`src/rtl/fft_pkg.sv`:
```
// Shared definitions for the FFT datapath: default widths, bank state
// encoding and the bit-reversal index helper.
package fft_pkg;

    localparam int FFT_N       = 3;
    localparam int FFT_LOG_PTS = 3;
    localparam int FFT_W       = 2 ** FFT_N;
    localparam int FFT_PTS     = 2 ** FFT_LOG_PTS;

    typedef enum logic [1:0] {
        BANK_EMPTY   = 2'd0,
        BANK_FILLING = 2'd1,
        BANK_FULL    = 2'd2
    } bank_state_e;

    // Reverse the low log_pts bits of k; upper bits of the result are zero.
    function automatic int bitrev(input int k, input int log_pts);
        int r;
        r = 0;
        for (int i = 0; i < log_pts; i++) begin
            r[i] = k[log_pts - 1 - i];
        end
        return r;
    endfunction

endpackage

```
`src/rtl/fft_input_reorder_if.sv`:
```
// Sample-in / frame-out stream bundle for the FFT input reorder stage.
// slave is the reorder block, master is whoever drives samples and
// consumes frames.
interface fft_input_reorder_if
    import fft_pkg::*;
#(
    parameter int W   = FFT_W,
    parameter int PTS = FFT_PTS
);

    logic                  in_valid;
    logic                  in_ready;
    logic signed [W-1:0]   in_r;
    logic signed [W-1:0]   in_i;
    logic                  out_valid;
    logic                  out_ready;
    logic [PTS*W-1:0]      out_r;
    logic [PTS*W-1:0]      out_i;

    modport slave (
        input  in_valid, in_r, in_i, out_ready,
        output in_ready, out_valid, out_r, out_i
    );

    modport master (
        output in_valid, in_r, in_i, out_ready,
        input  in_ready, out_valid, out_r, out_i
    );

endinterface

```
`src/rtl/fft_input_reorder_bank.sv`:
```
// One bank of the ping-pong reorder buffer: PTS complex words with a
// single write port and the whole contents exposed as flat buses.
module reorder_bank
    import fft_pkg::*;
#(
    parameter int W   = FFT_W,
    parameter int PTS = FFT_PTS,
    parameter int AW  = FFT_LOG_PTS
) (
    input  logic                clk,
    input  logic                rst,
    input  logic                we_i,
    input  logic [AW-1:0]       addr_i,
    input  logic signed [W-1:0] wr_r_i,
    input  logic signed [W-1:0] wr_i_i,
    output logic [PTS*W-1:0]    rd_r_o,
    output logic [PTS*W-1:0]    rd_i_o
);

    logic signed [W-1:0] mem_r_q [PTS];
    logic signed [W-1:0] mem_i_q [PTS];

    // Sample storage; cleared on reset so the frame buses come up at zero.
    always_ff @(posedge clk or posedge rst) begin
        if (rst) begin
            for (int k = 0; k < PTS; k++) begin
                mem_r_q[k] <= '0;
                mem_i_q[k] <= '0;
            end
        end else if (we_i) begin
            mem_r_q[addr_i] <= wr_r_i;
            mem_i_q[addr_i] <= wr_i_i;
        end
    end

    for (genvar k = 0; k < PTS; k++) begin : g_flat
        assign rd_r_o[k*W +: W] = mem_r_q[k];
        assign rd_i_o[k*W +: W] = mem_i_q[k];
    end

endmodule

```
`src/rtl/fft_input_reorder.sv`:
```
// FFT input stage: stores incoming samples at bit-reversed addresses in a
// two-bank ping-pong buffer and hands complete frames to the butterflies
// as parallel buses. One bank fills while the other is held for output.
module fft_input_reorder
    import fft_pkg::*;
#(
    parameter int N       = FFT_N,
    parameter int LOG_PTS = FFT_LOG_PTS
) (
    input  logic               clk,
    input  logic               rst,
    input  logic               clear,
    fft_input_reorder_if.slave bus
);

    localparam int W   = 2 ** N;
    localparam int PTS = 2 ** LOG_PTS;

    logic [LOG_PTS-1:0] cnt_q, cnt_d;
    logic               wb_q, wb_d;
    logic               rb_q, rb_d;
    bank_state_e        st_q [2];
    bank_state_e        st_d [2];

    logic               accept;
    logic               drain;
    logic               wrap;
    logic [LOG_PTS-1:0] wr_addr;
    logic               we0, we1;
    logic [PTS*W-1:0]   bank0_r, bank0_i, bank1_r, bank1_i;

    // Handshake decode: the write bank may take samples unless it is already
    // full; the read bank is offered downstream once full.
    always_comb begin
        bus.in_ready  = (st_q[wb_q] != BANK_FULL);
        bus.out_valid = (st_q[rb_q] == BANK_FULL);
        accept        = bus.in_valid && bus.in_ready;
        drain         = bus.out_valid && bus.out_ready;
        wrap          = (cnt_q == LOG_PTS'(PTS - 1));
        wr_addr       = LOG_PTS'(bitrev(int'(cnt_q), LOG_PTS));
        we0           = accept && !clear && (wb_q == 1'b0);
        we1           = accept && !clear && (wb_q == 1'b1);
    end

    // Next-state for counter, pointers and per-bank state. Fill and drain
    // always hit different banks, so both updates are applied independently.
    always_comb begin
        cnt_d    = cnt_q;
        wb_d     = wb_q;
        rb_d     = rb_q;
        st_d[0]  = st_q[0];
        st_d[1]  = st_q[1];
        if (clear) begin
            cnt_d   = '0;
            wb_d    = 1'b0;
            rb_d    = 1'b0;
            st_d[0] = BANK_EMPTY;
            st_d[1] = BANK_EMPTY;
        end else begin
            if (accept) begin
                cnt_d = cnt_q + LOG_PTS'(1);
                if (wrap) begin
                    st_d[wb_q] = BANK_FULL;
                    wb_d       = ~wb_q;
                end else begin
                    st_d[wb_q] = BANK_FILLING;
                end
            end
            if (drain) begin
                st_d[rb_q] = BANK_EMPTY;
                rb_d       = ~rb_q;
            end
        end
    end

    // Control state registers.
    always_ff @(posedge clk or posedge rst) begin
        if (rst) begin
            cnt_q   <= '0;
            wb_q    <= 1'b0;
            rb_q    <= 1'b0;
            st_q[0] <= BANK_EMPTY;
            st_q[1] <= BANK_EMPTY;
        end else begin
            cnt_q   <= cnt_d;
            wb_q    <= wb_d;
            rb_q    <= rb_d;
            st_q[0] <= st_d[0];
            st_q[1] <= st_d[1];
        end
    end

    reorder_bank #(.W(W), .PTS(PTS), .AW(LOG_PTS)) u_bank0 (
        .clk    (clk),
        .rst    (rst),
        .we_i   (we0),
        .addr_i (wr_addr),
        .wr_r_i (bus.in_r),
        .wr_i_i (bus.in_i),
        .rd_r_o (bank0_r),
        .rd_i_o (bank0_i)
    );

    reorder_bank #(.W(W), .PTS(PTS), .AW(LOG_PTS)) u_bank1 (
        .clk    (clk),
        .rst    (rst),
        .we_i   (we1),
        .addr_i (wr_addr),
        .wr_r_i (bus.in_r),
        .wr_i_i (bus.in_i),
        .rd_r_o (bank1_r),
        .rd_i_o (bank1_i)
    );

    assign bus.out_r = rb_q ? bank1_r : bank0_r;
    assign bus.out_i = rb_q ? bank1_i : bank0_i;

endmodule
```
`src/flat_wrapper.sv`:
```
// flat-port wrapper written by rule: the top's interface ports become plain ports
module fft_input_reorder_flat import fft_pkg::*;
#(
    parameter int N       = FFT_N,
    parameter int LOG_PTS = FFT_LOG_PTS
)
  (clk, rst, clear, bus_in_valid, bus_in_r, bus_in_i, bus_out_ready, bus_in_ready, bus_out_valid, bus_out_r, bus_out_i);
  fft_input_reorder_if bus_i ();
  input  logic clk;
  input  logic rst;
  input  logic clear;
  input wire logic [$bits(bus_i.in_valid)-1:0] bus_in_valid;
  input wire logic [$bits(bus_i.in_r)-1:0] bus_in_r;
  input wire logic [$bits(bus_i.in_i)-1:0] bus_in_i;
  input wire logic [$bits(bus_i.out_ready)-1:0] bus_out_ready;
  output wire logic [$bits(bus_i.in_ready)-1:0] bus_in_ready;
  output wire logic [$bits(bus_i.out_valid)-1:0] bus_out_valid;
  output wire logic [$bits(bus_i.out_r)-1:0] bus_out_r;
  output wire logic [$bits(bus_i.out_i)-1:0] bus_out_i;
  assign bus_i.in_valid = bus_in_valid;
  assign bus_i.in_r = bus_in_r;
  assign bus_i.in_i = bus_in_i;
  assign bus_i.out_ready = bus_out_ready;
  assign bus_in_ready = bus_i.in_ready;
  assign bus_out_valid = bus_i.out_valid;
  assign bus_out_r = bus_i.out_r;
  assign bus_out_i = bus_i.out_i;
  fft_input_reorder #(.N(N), .LOG_PTS(LOG_PTS)) u_core (.clk(clk), .rst(rst), .clear(clear), .bus(bus_i));
endmodule
```
`config.mk`:
```
export PLATFORM = sky130hd
export DESIGN_NAME = fft_input_reorder_flat
export DESIGN_NICKNAME = d
export VERILOG_FILES = /design/src/rtl/fft_pkg.sv /design/src/rtl/fft_input_reorder_if.sv /design/src/rtl/fft_input_reorder_bank.sv /design/src/rtl/fft_input_reorder.sv /design/src/flat_wrapper.sv
export SDC_FILE = /design/constraint.sdc
export NUM_CORES = 1
export LEC_CHECK = 0
export CORE_ASPECT_RATIO = 1.25
export CORE_UTILIZATION = 60
export DETAILED_ROUTE_END_ITERATION = 8
export GPL_TIMING_DRIVEN = 0
export HOLD_SLACK_MARGIN = 0.03
export PLACE_DENSITY_LB_ADDON = 0.2
export SLEW_MARGIN = 15
export SYNTH_ARGS = -nofsm -noshare
export SYNTH_HDL_FRONTEND = slang
export SYNTH_SLANG_ARGS = --single-unit
```
`constraint.sdc`:
```
create_clock -name clk -period 16.2 [get_ports clk]
set_clock_uncertainty 0.05 [all_clocks]
set_input_delay 1.62 -clock clk [delete_from_list [all_inputs] [get_ports clk]]
set_output_delay 1.62 -clock clk [all_outputs]
set_load 0.01 [all_outputs]
```
==> impl_metrics.csv, run 1 <==
group,metric,value,unit
cells_and_area,area_growth,23.1,%
grt,grt_pass1_vias,8016,
pwr,ir_drop,103,uV
yosys,synth_top_flop_cell,"dfrtp_1",
yosys,ys_ff_latch,265,
yosys,synth_top_family_by_area,"multiplexers",
drt,wire_per_inst,22.5,um
sta,setup_tns,0,ps
floorplanning,num_rows,57,
yosys,synth_nets,809,
critical_path,worstPathRequired,14530,ps
pwr,leakage,6.96,nW
sta,final.period_utilization,29.6,%
placement,place_hpwl,19.1,mm
grt,overflow,0,
clocking,cts_tree,"built",
clocking,cts_htree_levels,1,
clocking,cts_resized,0,
clocking,cts_root_buffer,"clkbuf_16",
critical_path,criticalPathCategory,"flop to output pin",
floorplanning,die_height,159,um
yosys,synth_cell_types,38,
flow_run,maxCapViolations,0,
placement,dp_cells,1198,
critical_path,endpoint_kind,"output pin",
floorplanning,start_util,61.1,%
sta,worstMarginPinSlew,878,ps
yosys,synthAdderAreaFrac,0.736,%
cells_and_area,diodes,0,
status,status,"finished clean",
grt,grt_start_max_net_pins,125,
cells_and_area,nFillCells,1209,
floorplanning,core,19500,um^2
drt,first_pass_iters,6,
hold_path,hold_class,"flop to flop",
drt,via_per_inst,5.77,
cells_and_area,final_cell_mix,"mux2_2 (376), dfrtp_1 (265), clkdlybuf4s50_1 (150), clkbuf_1 (27), clkbuf_16 (27)",
floorplanning,dieArea,20400,um^2
critical_path,path_max_fanout,10,
drt,num_vias,7183,
grt,grtUsageTotal,28.6,%
placement,port_buffers,150,
yosys,synthCells,781,
clocking,cts_buffers,26,
cells_and_area,layout.nets,989,
drt,wirelength,28.0,mm
yosys,seq_area_frac_synth,55.7,%
clocking,post_cts_buffers,0,
yosys,yosys.area_share.simple,2.94,%
floorplanning,fp.dieW,128,um
critical_path,start_kind,"flop",
clocking,cts_sinks,265,
cells_and_area,drive_gt1_share,47.7,%
floorplanning,ios,151,
sta,max_slew_margin,41.5,%
placement,gp_congestion,0.841,
yosys,synth_area,11900,um^2
drt,route.detailed.drc,0,
sta,maxSlewViolCount,0,
clocking,clkSlewWorstSetupHoldPaths,60,ps
cells_and_area,layout.cells.non_filler,1245,
yosys,synthXorXnorAreaFrac,0,%
sta,layout_min_cycle_time,4790,ps
sta,setup_viol,0,
pwr,p_per_area,114,nW/um^2
cells_and_area,layout_commonest_cell,"mux2_2",
yosys,async_flop_share,100,%
yosys,synth_warnings,0,
clocking,cts-hold-fix-buffers,0,
yosys,synth_mux_area_share,36.9,%
yosys,synth-edff-count,0,
yosys,synth_compound_area_share,0.746,%
yosys,avgSynthCellArea,15.2,um^2
grt,antenna_found_initial,0,
grt,grt_pass1_wl,44.4,mm
drt,ant_nets,0,
sta,hold_viol_final,0,
sta,fmax,209,MHz
clocking,cts.path.max_buffers,3,
critical_path,crit_arrival,3120,ps
drt,drt_iter0_markers,302,
sta,rsz0062_at_grt,"no",
clocking,clk_latency,530,ps
## final cells by class
cell class                      instances  area, um^2  area share [%]
Sequential cell                       265        6630            45.3
Multi-Input combinational cell        454        4920            33.6
Timing Repair Buffer                  152        1560            10.6
Clock buffer                           35         736            5.02
Buffer                                 57         332            2.26
Tap cell                              265         332            2.26
Clock inverter                         12         120           0.820
Inverter                                5        26.3           0.179
## registers in the layout, summed over array words and instances, names as in the netlist
name / count
u_core.u_bank1.rd_r_o: 64
u_core.u_bank0.rd_r_o: 64
u_core.st_q: 4
u_core.u_bank1.rd_i_o: 64
u_core.wb_q: 1
u_core.u_bank0.rd_i_o: 64
u_core.rb_q: 1
u_core.cnt_q: 3
## power by group
group          internal (W)  switching (W)
Combinational      0.000191       0.000121
Clock              0.000351       0.000250
Sequential         0.000721      0.0000304
Total               0.00126       0.000402
## cell families after synthesis
family,count (synthesis)
AO/OA/AOI/OAI,13
adder cells (fa/ha/maj),7
buffers and inverters,62
flip-flops,265
multiplexers,387
AND/OR/NAND/NOR,47
## Yosys cell counts (all sizes together) (2+ instances only)
library cell / count / area share (%)
dfrtp: 265 / 56
nor4b: 2 / 0.40
dlygate4sd1: 10 / 0.74
nand2b: 5 / 0.26
ha: 7 / 0.74
nand3b: 4 / 0.25
nand4: 3 / 0.16
a31oi: 2 / 0.11
clkbuf: 22 / 0.69
nor2b: 3 / 0.18
mux2: 386 / 37
buf: 25 / 1.4
inv: 5 / 0.16
nand2: 4 / 0.13
a21oi: 3 / 0.13
nor3b: 3 / 0.19
nor2: 7 / 0.22
nand3: 4 / 0.17
a211oi: 2 / 0.13
nor3: 8 / 0.63
## worst max-delay path: stages (launching register included)
cell and delay, ps:
dfrtp_1 320, clkbuf_1 200, clkbuf_1 420, clkbuf_1 710
mux2_2 430, clkdlybuf4s50_1 510
## worst paths after layout
kind,to,cells after the start,start,slack (ps)
setup / recovery,bus_out_r[25],5,u_core.rb_q$_DFFE_PP0P_,11410
hold / removal,u_core.u_bank1.rd_r_o[20]$_DFFE_PP0P_,1,u_core.u_bank1.rd_r_o[20]$_DFFE_PP0P_,450
setup reg to reg,u_core.u_bank1.rd_i_o[52]$_DFFE_PP0P_,6,u_core.cnt_q[0]$_DFFE_PP0P_,13700
hold reg to reg,u_core.u_bank1.rd_r_o[20]$_DFFE_PP0P_,1,u_core.u_bank1.rd_r_o[20]$_DFFE_PP0P_,450
max in group asynchronous,u_core.u_bank0.rd_r_o[8]$_DFFE_PP0P_,3,rst,13780
min in group asynchronous,u_core.u_bank1.rd_r_o[19]$_DFFE_PP0P_,2,rst,1420
## through the flow
| step | hold slack [ps] | utilization (%) | cell area, um^2 | setup WS, ps | total power, W |
|---|---|---|---|---|---|
| after CTS | 452 | 75.3 | 14700 | 11410 | 0.00168 |
| after floorplan | 424 | - | 11900 | 7230 | 0.000916 |
| final | 452 | 75.3 | 14700 | 11410 | 0.00167 |
| after global placement | 431 | 70.5 | 13700 | 4800 | 0.00106 |
| after global routing | 466 | 75.3 | 14700 | 11320 | 0.00173 |
| after detailed placement | 438 | 70.9 | 13800 | 11960 | 0.00108 |
## per-layer routing
| metal | up-vias | wire length, um | global-route usage, % |
|---|---|---|---|
| met3 | 58 | 1200 | 3.83 |
| met4 | 0 | 804 | 9.84 |
| met5 | - | 0 | 0 |
| met2 | 202 | 14500 | 49.5 |
| met1 | 3761 | 11500 | 36.8 |
| li1 | 3162 | - | - |
No activity file was read; power rests on OpenSTA's default activity.
==> run 2, diff against run 1 <==
--- a/config.mk
+++ b/config.mk
@@ -6,7 +6,7 @@
 export NUM_CORES = 1
 export LEC_CHECK = 0
 export CORE_ASPECT_RATIO = 1.25
-export CORE_UTILIZATION = 60
+export CORE_UTILIZATION = 56
 export DETAILED_ROUTE_END_ITERATION = 8
 export GPL_TIMING_DRIVEN = 0
 export HOLD_SLACK_MARGIN = 0.03
==> constraint.sdc (replaced) <==
create_clock -name clk -period 4.9 [get_ports clk]
set_clock_uncertainty 0.05 [all_clocks]
set_input_delay 0.49 -clock clk [delete_from_list [all_inputs] [get_ports clk]]
set_output_delay 0.49 -clock clk [all_outputs]
set_load 0.01 [all_outputs]
==> run 2 against run 1 <==
Cell count rose by 0.96%. Global-route usage is 3.2 points lower. Core utilization is 4.4 points lower. Sequential share of layout area down 0.31 points. Total power increased to 3.3 times the previous value. Design area grew 0.68%. Routed wire length shrank 4.3%. Via count down 1.8%. Hold slack got worse by 97 ps. Largest power group unchanged.
==> impl_metrics.csv, run 2 (synthesis results as in run 1) <==
group,metric,value,unit
critical_path,slowest_delay,690,ps
sta,layout_min_cycle_time,3620,ps
grt,grt_pass1_vias,7475,
grt,antenna_found_initial,0,
clocking,cts_sinks,265,
pwr,p_int,0.00416,W
drt,wire_per_inst,21.3,um
critical_path,criticalPathCategory,"flop to output pin",
critical_path,regToRegSetupSlack,2400,ps
floorplanning,ios,151,
critical_path,cp-startpoint,"u_core.rb_q$_DFFE_PP0P_",
flow_run,maxCapViolations,0,
floorplanning,dieArea,21800,um^2
drt,ant_nets,0,
clocking,cts-hold-fix-buffers,0,
cells_and_area,layout_commonest_cell,"mux2_2",
drt,num_vias,7054,
placement,place_hpwl,18.4,mm
sta,setup_viol,0,
drt,via_per_inst,5.61,
drt,wirelength,26.8,mm
critical_path,critical_path_depth,5,
floorplanning,die_height,165,um
grt,grtUsageTotal,25.3,%
clocking,clkSlewWorstSetupHoldPaths,60,ps
clocking,clk_latency,520,ps
sta,rsz0062_at_grt,"no",
cells_and_area,diodes,0,
clocking,cts_tree,"built",
status,status,"finished clean",
critical_path,r2r-end,"u_core.u_bank1.rd_i_o[49]$_DFFE_PP0P_",
placement,gp_congestion,0.815,
pwr,power_frac_comb,18.9,%
clocking,cts_root_buffer,"clkbuf_16",
critical_path,crit_end,"bus_out_r[30]",
critical_path,endpoint_kind,"output pin",
pwr,p_per_area,370,nW/um^2
placement,dpl_worst_slack,1800,ps
critical_path,crit_buf_inv,4,
cells_and_area,layout.nets,995,
sta,max_slew_margin,38.6,%
grt,grt_start_max_net_pins,36,
sta,maxSlewViolCount,0,
sta,setup_ws,1280,ps
pwr,leakage,7.00,nW
floorplanning,core,20800,um^2
grt,overflow,0,
drt,route.detailed.drc,0,
sta,final.period_utilization,73.9,%
clocking,cts.path.max_buffers,3,
cells_and_area,nFillCells,1458,
hold_path,hold_class,"input pin to async pin",
pwr,seqPwrFrac,45.4,%
clocking,cts_resized,0,
floorplanning,fp.dieW,132,um
pwr,p_sw,0.00129,W
critical_path,worstReg2RegStart,"u_core.cnt_q[1]$_DFFE_PP0P_",
sta,hold_viol_final,0,
pwr,clkPwrFrac,35.7,%
cells_and_area,area_growth,24.0,%
critical_path,worstPathRequired,4360,ps
sta,worstMarginPinSlew,921,ps
critical_path,path_cells,"clkbuf_1 > clkbuf_1 > clkbuf_1 > mux2_2 > clkdlybuf4s50_1",
grt,grt_pass1_wl,42.2,mm
critical_path,r2r_cells,6,
critical_path,path_max_fanout,10,
placement,port_buffers,150,
sta,fmax,276,MHz
placement,dp_cells,1213,
clocking,post_cts_buffers,0,
floorplanning,start_util,57.2,%
floorplanning,num_rows,59,
critical_path,start_kind,"flop",
critical_path,path_delay_family,"buffers and inverters",
critical_path,cp_common_cell,"clkbuf_1",
drt,drt_iter0_markers,221,
cells_and_area,layout.cells.non_filler,1257,
drt,first_pass_iters,4,
critical_path,crit_arrival,3080,ps
cells_and_area,drive_gt1_share,47.8,%
clocking,cts_buffers,26,
critical_path,slowest_stage,"clkbuf_1",
pwr,ir_drop,345,uV
clocking,cts_htree_levels,1,
pwr,power.share.switching,23.7,%
cells_and_area,final_cell_mix,"mux2_2 (376), dfrtp_1 (265), clkdlybuf4s50_1 (150), clkbuf_1 (27), clkbuf_16 (27)",
[run 2: cell count changes in the layout (fill, tap and decap cells not counted), sizes merged]
| cell | delta |
|---|---|
| clkbuf | +6 |
| clkinv | -7 |
| bufinv | -2 |
| clkinvlp | +1 |
| inv | -1 |
| buf | +6 |
[run 2: metrics by stage]
stage	util (%)	hold WS (ps)	TNS, ps	total power [W]	area, um^2
floorplan	-	424	0	0.00303	11900
global placement	66.1	432	-279340	0.00352	13800
detailed placement	66.9	437	0	0.00356	13900
CTS	70.9	365	0	0.00550	14800
global route	70.9	398	0	0.00566	14800
finish	70.9	355	0	0.00545	14800
[run 2: layout make-up]
type	count	area, um^2	area share [%]
buffer	57	332	2.25
clock inverter	3	17.5	0.119
sequential	265	6630	44.9
timing repair buffer	158	1670	11.3
clock buffer	41	818	5.55
inverter	5	22.5	0.153
tap	274	343	2.32
multi-input combinational	454	4920	33.4
[run 2: how the worst min path moves through the flow]
stage	to	depth (start not counted)	startpoint
after global routing	u_core.u_bank0.rd_r_o[19]$_DFFE_PP0P_	2	rst
final	u_core.u_bank1.rd_r_o[19]$_DFFE_PP0P_	2	rst
after detailed placement	u_core.u_bank1.rd_r_o[32]$_DFFE_PP0P_	1	u_core.u_bank1.rd_r_o[32]$_DFFE_PP0P_
after global placement	u_core.u_bank1.rd_r_o[17]$_DFFE_PP0P_	1	u_core.u_bank1.rd_r_o[17]$_DFFE_PP0P_
after CTS	u_core.u_bank1.rd_r_o[19]$_DFFE_PP0P_	2	rst
after floorplan	u_core.u_bank1.rd_i_o[0]$_DFFE_PP0P_	1	u_core.u_bank1.rd_i_o[0]$_DFFE_PP0P_
[run 2: layer usage]
metal,part of all wire [%],track usage (%),up-vias
li1,-,-,3174
met1,43,32.9,3670
met2,51,44.6,171
met3,4.3,3.87,39
met4,1.9,6.48,0
met5,0,0,-
[run 2: power by group through the flow]
| stage | Sequential [W] | Clock (W) | Combinational [W] |
|---|---|---|---|
| 2_1_floorplan | 0.00249 | 0 | 0.000542 |
| 3_3_place_gp | 0.00251 | 0 | 0.00102 |
| 3_5_place_dp | 0.00252 | 0 | 0.00104 |
| 4_1_cts | 0.00248 | 0.00197 | 0.00105 |
| 5_1_grt | 0.00250 | 0.00206 | 0.00110 |
| 6_report | 0.00248 | 0.00194 | 0.00103 |
==> run 3, diff against run 2 <==
==> constraint.sdc (replaced) <==
create_clock -name clk -period 3.6 [get_ports clk]
set_clock_uncertainty 0.05 [all_clocks]
set_input_delay 0.36 -clock clk [delete_from_list [all_inputs] [get_ports clk]]
set_output_delay 0.36 -clock clk [all_outputs]
set_load 0.01 [all_outputs]
==> run 3 against run 2 <==
Via count decreased by 0.16%. Core utilization about the same. Sequential power increased by 36%. Total power increased by 36%. Critical endpoint is now bus_out_i[15]. Largest power group unchanged. Highest routed layer unchanged.
==> impl_metrics.csv, run 3 (synthesis results as in run 1) <==
group,metric,value,unit
drt,wirelength,26.8,mm
critical_path,criticalPathCategory,"flop to output pin",
grt,grt_util_met1,32.9,%
floorplanning,fp.dieW,132,um
clocking,post_cts_buffers,0,
pwr,seqPwrFrac,45.4,%
grt,antenna_found_initial,0,
drt,num_vias,7043,
floorplanning,ios,151,
sta,setup_ws,122,ps
pwr,power_frac_comb,18.9,%
grt,use_met3,3.87,%
pwr,p_sw,0.00176,W
clocking,cts-hold-fix-buffers,0,
drt,via_per_inst,5.60,
grt,grt_start_max_net_pins,36,
placement,place_hpwl,18.4,mm
floorplanning,num_rows,59,
floorplanning,core,20800,um^2
placement,dpl_worst_slack,627,ps
clocking,clk_latency,520,ps
hold_path,hold_class,"input pin to async pin",
sta,layout_min_cycle_time,3480,ps
grt,gr-usage-met2,44.6,%
sta,maxSlewViolCount,0,
clocking,cts_root_buffer,"clkbuf_16",
drt,ant_nets,0,
drt,route.detailed.drc,0,
sta,worstMarginPinSlew,928,ps
cells_and_area,layout_commonest_cell,"mux2_2",
grt,busiest_layer,"met2",
sta,rsz0062_at_grt,"no",
clocking,cts_htree_levels,1,
clocking,cts_resized,0,
critical_path,start_kind,"flop",
floorplanning,dieArea,21800,um^2
pwr,clkPwrFrac,35.6,%
grt,overflow,0,
drt,first_pass_iters,4,
sta,final.period_utilization,96.6,%
pwr,ir_drop,469,uV
floorplanning,die_height,165,um
sta,hold_viol_final,0,
clocking,cts_buffers,26,
critical_path,r2r_cells,6,
critical_path,path_max_fanout,10,
cells_and_area,final_cell_mix,"mux2_2 (376), dfrtp_1 (265), clkdlybuf4s50_1 (150), clkbuf_16 (27), clkbuf_1 (25)",
critical_path,endpoint_kind,"output pin",
clocking,clkSlewWorstSetupHoldPaths,60,ps
pwr,p_per_area,503,nW/um^2
pwr,leakage,7.00,nW
sta,fmax,288,MHz
cells_and_area,layout.nets,995,
cells_and_area,area_growth,24.0,%
grt,grtUsageTotal,25.3,%
placement,gp_congestion,0.815,
drt,wire_per_inst,21.3,um
pwr,power,0.00742,W
clocking,cts.path.max_buffers,3,
placement,port_buffers,150,
sta,setup_viol,0,
grt,grt_pass1_wl,42.2,mm
pwr,power.share.switching,23.7,%
floorplanning,start_util,57.2,%
grt,grt_pass1_vias,7475,
clocking,cts_sinks,265,
cells_and_area,post-route-util,70.9,%
cells_and_area,diodes,0,
cells_and_area,drive_gt1_share,48.0,%
critical_path,crit_arrival,3070,ps
status,status,"finished clean",
sta,max_slew_margin,38.1,%
pwr,p_int,0.00566,W
critical_path,worstPathRequired,3190,ps
clocking,cts_tree,"built",
drt,drt_iter0_markers,217,
flow_run,maxCapViolations,0,
## run 3: cell counts in the layout (fill, tap and decap cells not counted)
Identical to the previous run, type by type.
## run 3: layout make-up
class                      count  area, um^2
sequential                   265        6630
fill                        1457        6060
multi-input combinational    454        4920
timing repair buffer         158        1670
clock buffer                  41         818
tap                          274         343
buffer                        57         334
inverter                       5        22.5
clock inverter                 3        17.5
## run 3: power by group through the flow
stage / combinational [W] / sequential (W) / clock (W)
final: 0.00140 / 0.00337 / 0.00264
after floorplan: 0.000738 / 0.00339 / 0
after CTS: 0.00143 / 0.00337 / 0.00268
after global placement: 0.00138 / 0.00342 / 0
after global routing: 0.00150 / 0.00340 / 0.00280
after detailed placement: 0.00142 / 0.00343 / 0
## run 3: path summary, 6_finish.rpt
kind / start / endpoint / slack (ps)
min in group clk: u_core.u_bank0.rd_i_o[37]$_DFFE_PP0P_ / u_core.u_bank0.rd_i_o[37]$_DFFE_PP0P_ / 450
min: rst / u_core.u_bank1.rd_r_o[19]$_DFFE_PP0P_ / 230
max reg2reg: u_core.cnt_q[1]$_DFFE_PP0P_ / u_core.u_bank1.rd_i_o[49]$_DFFE_PP0P_ / 1090
max: u_core.rb_q$_DFFE_PP0P_ / bus_out_i[15] / 120
max in group asynchronous: rst / u_core.u_bank1.rd_r_o[12]$_DFFE_PP0P_ / 1980
min reg2reg: u_core.u_bank0.rd_i_o[37]$_DFFE_PP0P_ / u_core.u_bank0.rd_i_o[37]$_DFFE_PP0P_ / 450
## run 3: routing by layer
layer | share of wire (%) | up-vias | routed length (um)
met4 | 2.0 | 0 | 529
met5 | 0 | - | 0
met1 | 43 | 3675 | 11500
met2 | 51 | 156 | 13700
li1 | - | 3171 | -
met3 | 3.9 | 41 | 1040
## run 3: worst max-delay path: stages, from the launching register on
cell and delay (ps):
dfrtp_1 320, clkbuf_1 210, clkbuf_1 420, clkbuf_1 670, mux2_2 410, clkdlybuf4s50_1 520
## run 3: stage by stage
| stage | TNS, ps | instance area, um^2 | instances | hold WS, ps |
|---|---|---|---|---|
| floorplan | -81490 | 11900 | 781 | 424 |
| global placement | -589390 | 13800 | 1205 | 432 |
| detailed placement | 0 | 13900 | 1213 | 437 |
| CTS | 0 | 14800 | 1257 | 235 |
| global route | 0 | 14800 | 1257 | 268 |
| finish | 0 | 14800 | 1257 | 226 |
==> patch, RTL diff (flow settings as in run 2) <==
Make the reset (`rst`) synchronous in 2 clocked blocks.
--- a/src/rtl/fft_input_reorder_bank.sv
+++ b/src/rtl/fft_input_reorder_bank.sv
@@ -23,3 +23,3 @@
     // Sample storage; cleared on reset so the frame buses come up at zero.
-    always_ff @(posedge clk or posedge rst) begin
+    always_ff @(posedge clk) begin
         if (rst) begin
--- a/src/rtl/fft_input_reorder.sv
+++ b/src/rtl/fft_input_reorder.sv
@@ -76,3 +76,3 @@
     // Control state registers.
-    always_ff @(posedge clk or posedge rst) begin
+    always_ff @(posedge clk) begin
         if (rst) begin
Formal check against the unedited RTL: differs if rst is asserted again (counterexample within 4 cycles, from zero or initial values and one cycle with rst high); with rst held inactive, the same outputs for 4 cycles.
==> patch against run 2 <==
- fmax down 4.7%
- count of clock-buffer cells in the layout down 9
- worst hold slack better by 0.11 ns
- utilization up 0.57 points
- sequential cell count up 2
- wire length up 8.8%
- cell area down 1.6%
- worst setup slack worse by 0.18 ns
- register-to-register slack worse by 0.17 ns
- area after synthesis down 1.3%
Power is not compared: it rests on default switching activity, and its combinational part moved more than twofold at a synthesized area within 25%.
==> patch: results (changes against run 2) <==
Top sig layer: met4 (unchanged)
1st-iter DRT viols: 671 (was 221)
Worst reg2reg path depth: 6 (unchanged)
# diodes: 0 (unchanged)
Root buffer cell: clkbuf_16 (unchanged)
Hold Crit Class: reg -> reg (was in -> async)
Critical path's slowest cell: clkbuf_1 (unchanged)
Filler cell count: 1394 (was 1458)
Ys flop type: edfxtp_1 (was dfrtp_1)
Post-synth top cells: 256 x edfxtp_1, 179 x nor2_1, 128 x mux2_2 (was 376 x mux2_2, 265 x dfrtp_1, 22 x clkbuf_1)
Dpl hpwl: 20700 um (was 18400 um)
Clock transition at path regs: 0.06 ns (about the same)
Gp weighted congestion: 0.846 (was 0.815)
Synth area leaders: edfxtp_1 65%, mux2_2 12%, nor2_1 5.7%, and2_1 3.4%, dfxtp_1 1.9% (was dfrtp_1 56%, mux2_2 36%, mux2_4 1.3%, dlygate4sd1_1 0.74%, ha_1 0.74%)
WL met3: 2100 um (was 1150 um)
Async S/R FF share, synth: 0 (was 1.00)
Actual slew at the worst max-slew pin: 0.800 ns (was 0.921 ns)
Hold Crit Start: u_core.cnt_q[0]$_SDFFE_PP0N_
Layout cells sized above 1: 0.220 (was 0.478)
Static Leak: 5.13 nW
GRT Total Usage: 0.274 (was 0.253)
Post-CTS Setup Bufs: 0 (unchanged)
Met1 usage in global routing: 0.328 (was 0.329)
Grt met2 use: 0.483 (was 0.446)
Post-Syn Nets: 886 (was 809)
Post-synth EDFFs: 256 (was 0)
Nets@finish: 1075 (was 995)
Fin Hold WS: 0.464 ns (was 0.355 ns)
CTS Buffer Depth: 3 (unchanged)
Met3 Use GR: 0.0491 (was 0.0387)
DR pass1 iterations: 5 (was 4)
Worst r2r src: u_core.cnt_q[2]$_SDFFE_PP0N_ (was u_core.cnt_q[1]$_DFFE_PP0P_)
Register area share after synthesis: 0.673 (was 0.557)
WL met1: 10900 um (was 11400 um)
Met2 Wirelength: 14700 um (was 13700 um)
Outcome: complete, no violations (unchanged)
Vias: 7657 (was 7054)
Hold Crit Depth: 2
Critical Path Start: u_core.rb_q$_SDFFE_PP0N_ (was u_core.rb_q$_DFFE_PP0P_)
Overall routed net length: 29100 um (was 26800 um)
Worst endpoint data arrival time: 3.26 ns (was 3.08 ns)
Synth unique cells: 50 (was 38)
Reg-to-reg critical path endpoint: u_core.u_bank0.mem_r_q[6][4]$_SDFFCE_PN0P_ (was u_core.u_bank1.rd_i_o[49]$_DFFE_PP0P_)
Largest net degree at the start of global routing: 17 (was 36)
Cell family with most CP delay: buffers and inverters (unchanged)
Max incr delay on CP: 0.66 ns (was 0.69 ns)
Critical Path End: bus_out_r[53] (was bus_out_r[30])
Cts bufs inserted: 25 (was 26)
First-pass GRT wire length: 43500 um (was 42200 um)
Setup slack, reg-to-reg: 2.23 ns (was 2.40 ns)
patch: changes by cell type after synthesis, moves of 5 or more:
cell	before	now
edfxtp_1	0	256
nor3_1	1	15
o21bai_1	0	14
mux2_4	10	0
inv_1	5	13
mux2_2	376	128
dfxtp_1	0	11
or2_2	0	5
buf_2	17	25
dlygate4sd1_1	10	0
nor2_1	7	179
and2_1	0	64
nand2_1	4	57
dfrtp_1	265	0
patch: stage by stage:
step           cells   util  setup WS (ns)  cell area (um2)
2_1_floorplan    859      -           2.05            11800
3_3_place_gp    1279  0.669          0.828            13600
3_5_place_dp    1291  0.678           1.58            13800
4_1_cts         1335  0.714           1.15            14500
5_1_grt         1335  0.714           1.02            14500
6_report        1335  0.714           1.10            14500
patch: power breakdown:
group | internal, mW | switching [mW]
clock | 0.988 | 0.793
sequential | 2.57 | 0.0203
combinational | 0.141 | 0.183
total | 3.70 | 0.996
patch: layout make-up:
cell class                 count  area [um2]  share of cell area
timing repair buffer         162        1650               0.114
sequential                   267        7910               0.545
multi-input combinational    524        3550               0.245
clock buffer                  32         652              0.0449
buffer                        55         285              0.0197
tap                          270         338              0.0233
clock inverter                12        81.3             0.00560
inverter                      13        48.8             0.00336
patch: logic make-up (layout without fill, tap and decap cells):
logic type | Yosys count | in the layout | share of synthesized area
AND/OR/NAND/NOR | 357 | 357 | 0.149
flip-flops | 267 | 267 | 0.673
multiplexers | 128 | 128 | 0.123
adder cells (fa/ha/maj) | 6 | 6 | 0.00639
AO/OA/AOI/OAI | 33 | 33 | 0.0202
buffers and inverters | 68 | 274 | 0.0284
patch: tightest hold or removal path, cell delays in order (launching register included):
cell and delay, ns:
dfxtp_1 0.34, o31ai_1 0.07, a21oi_1 0.06
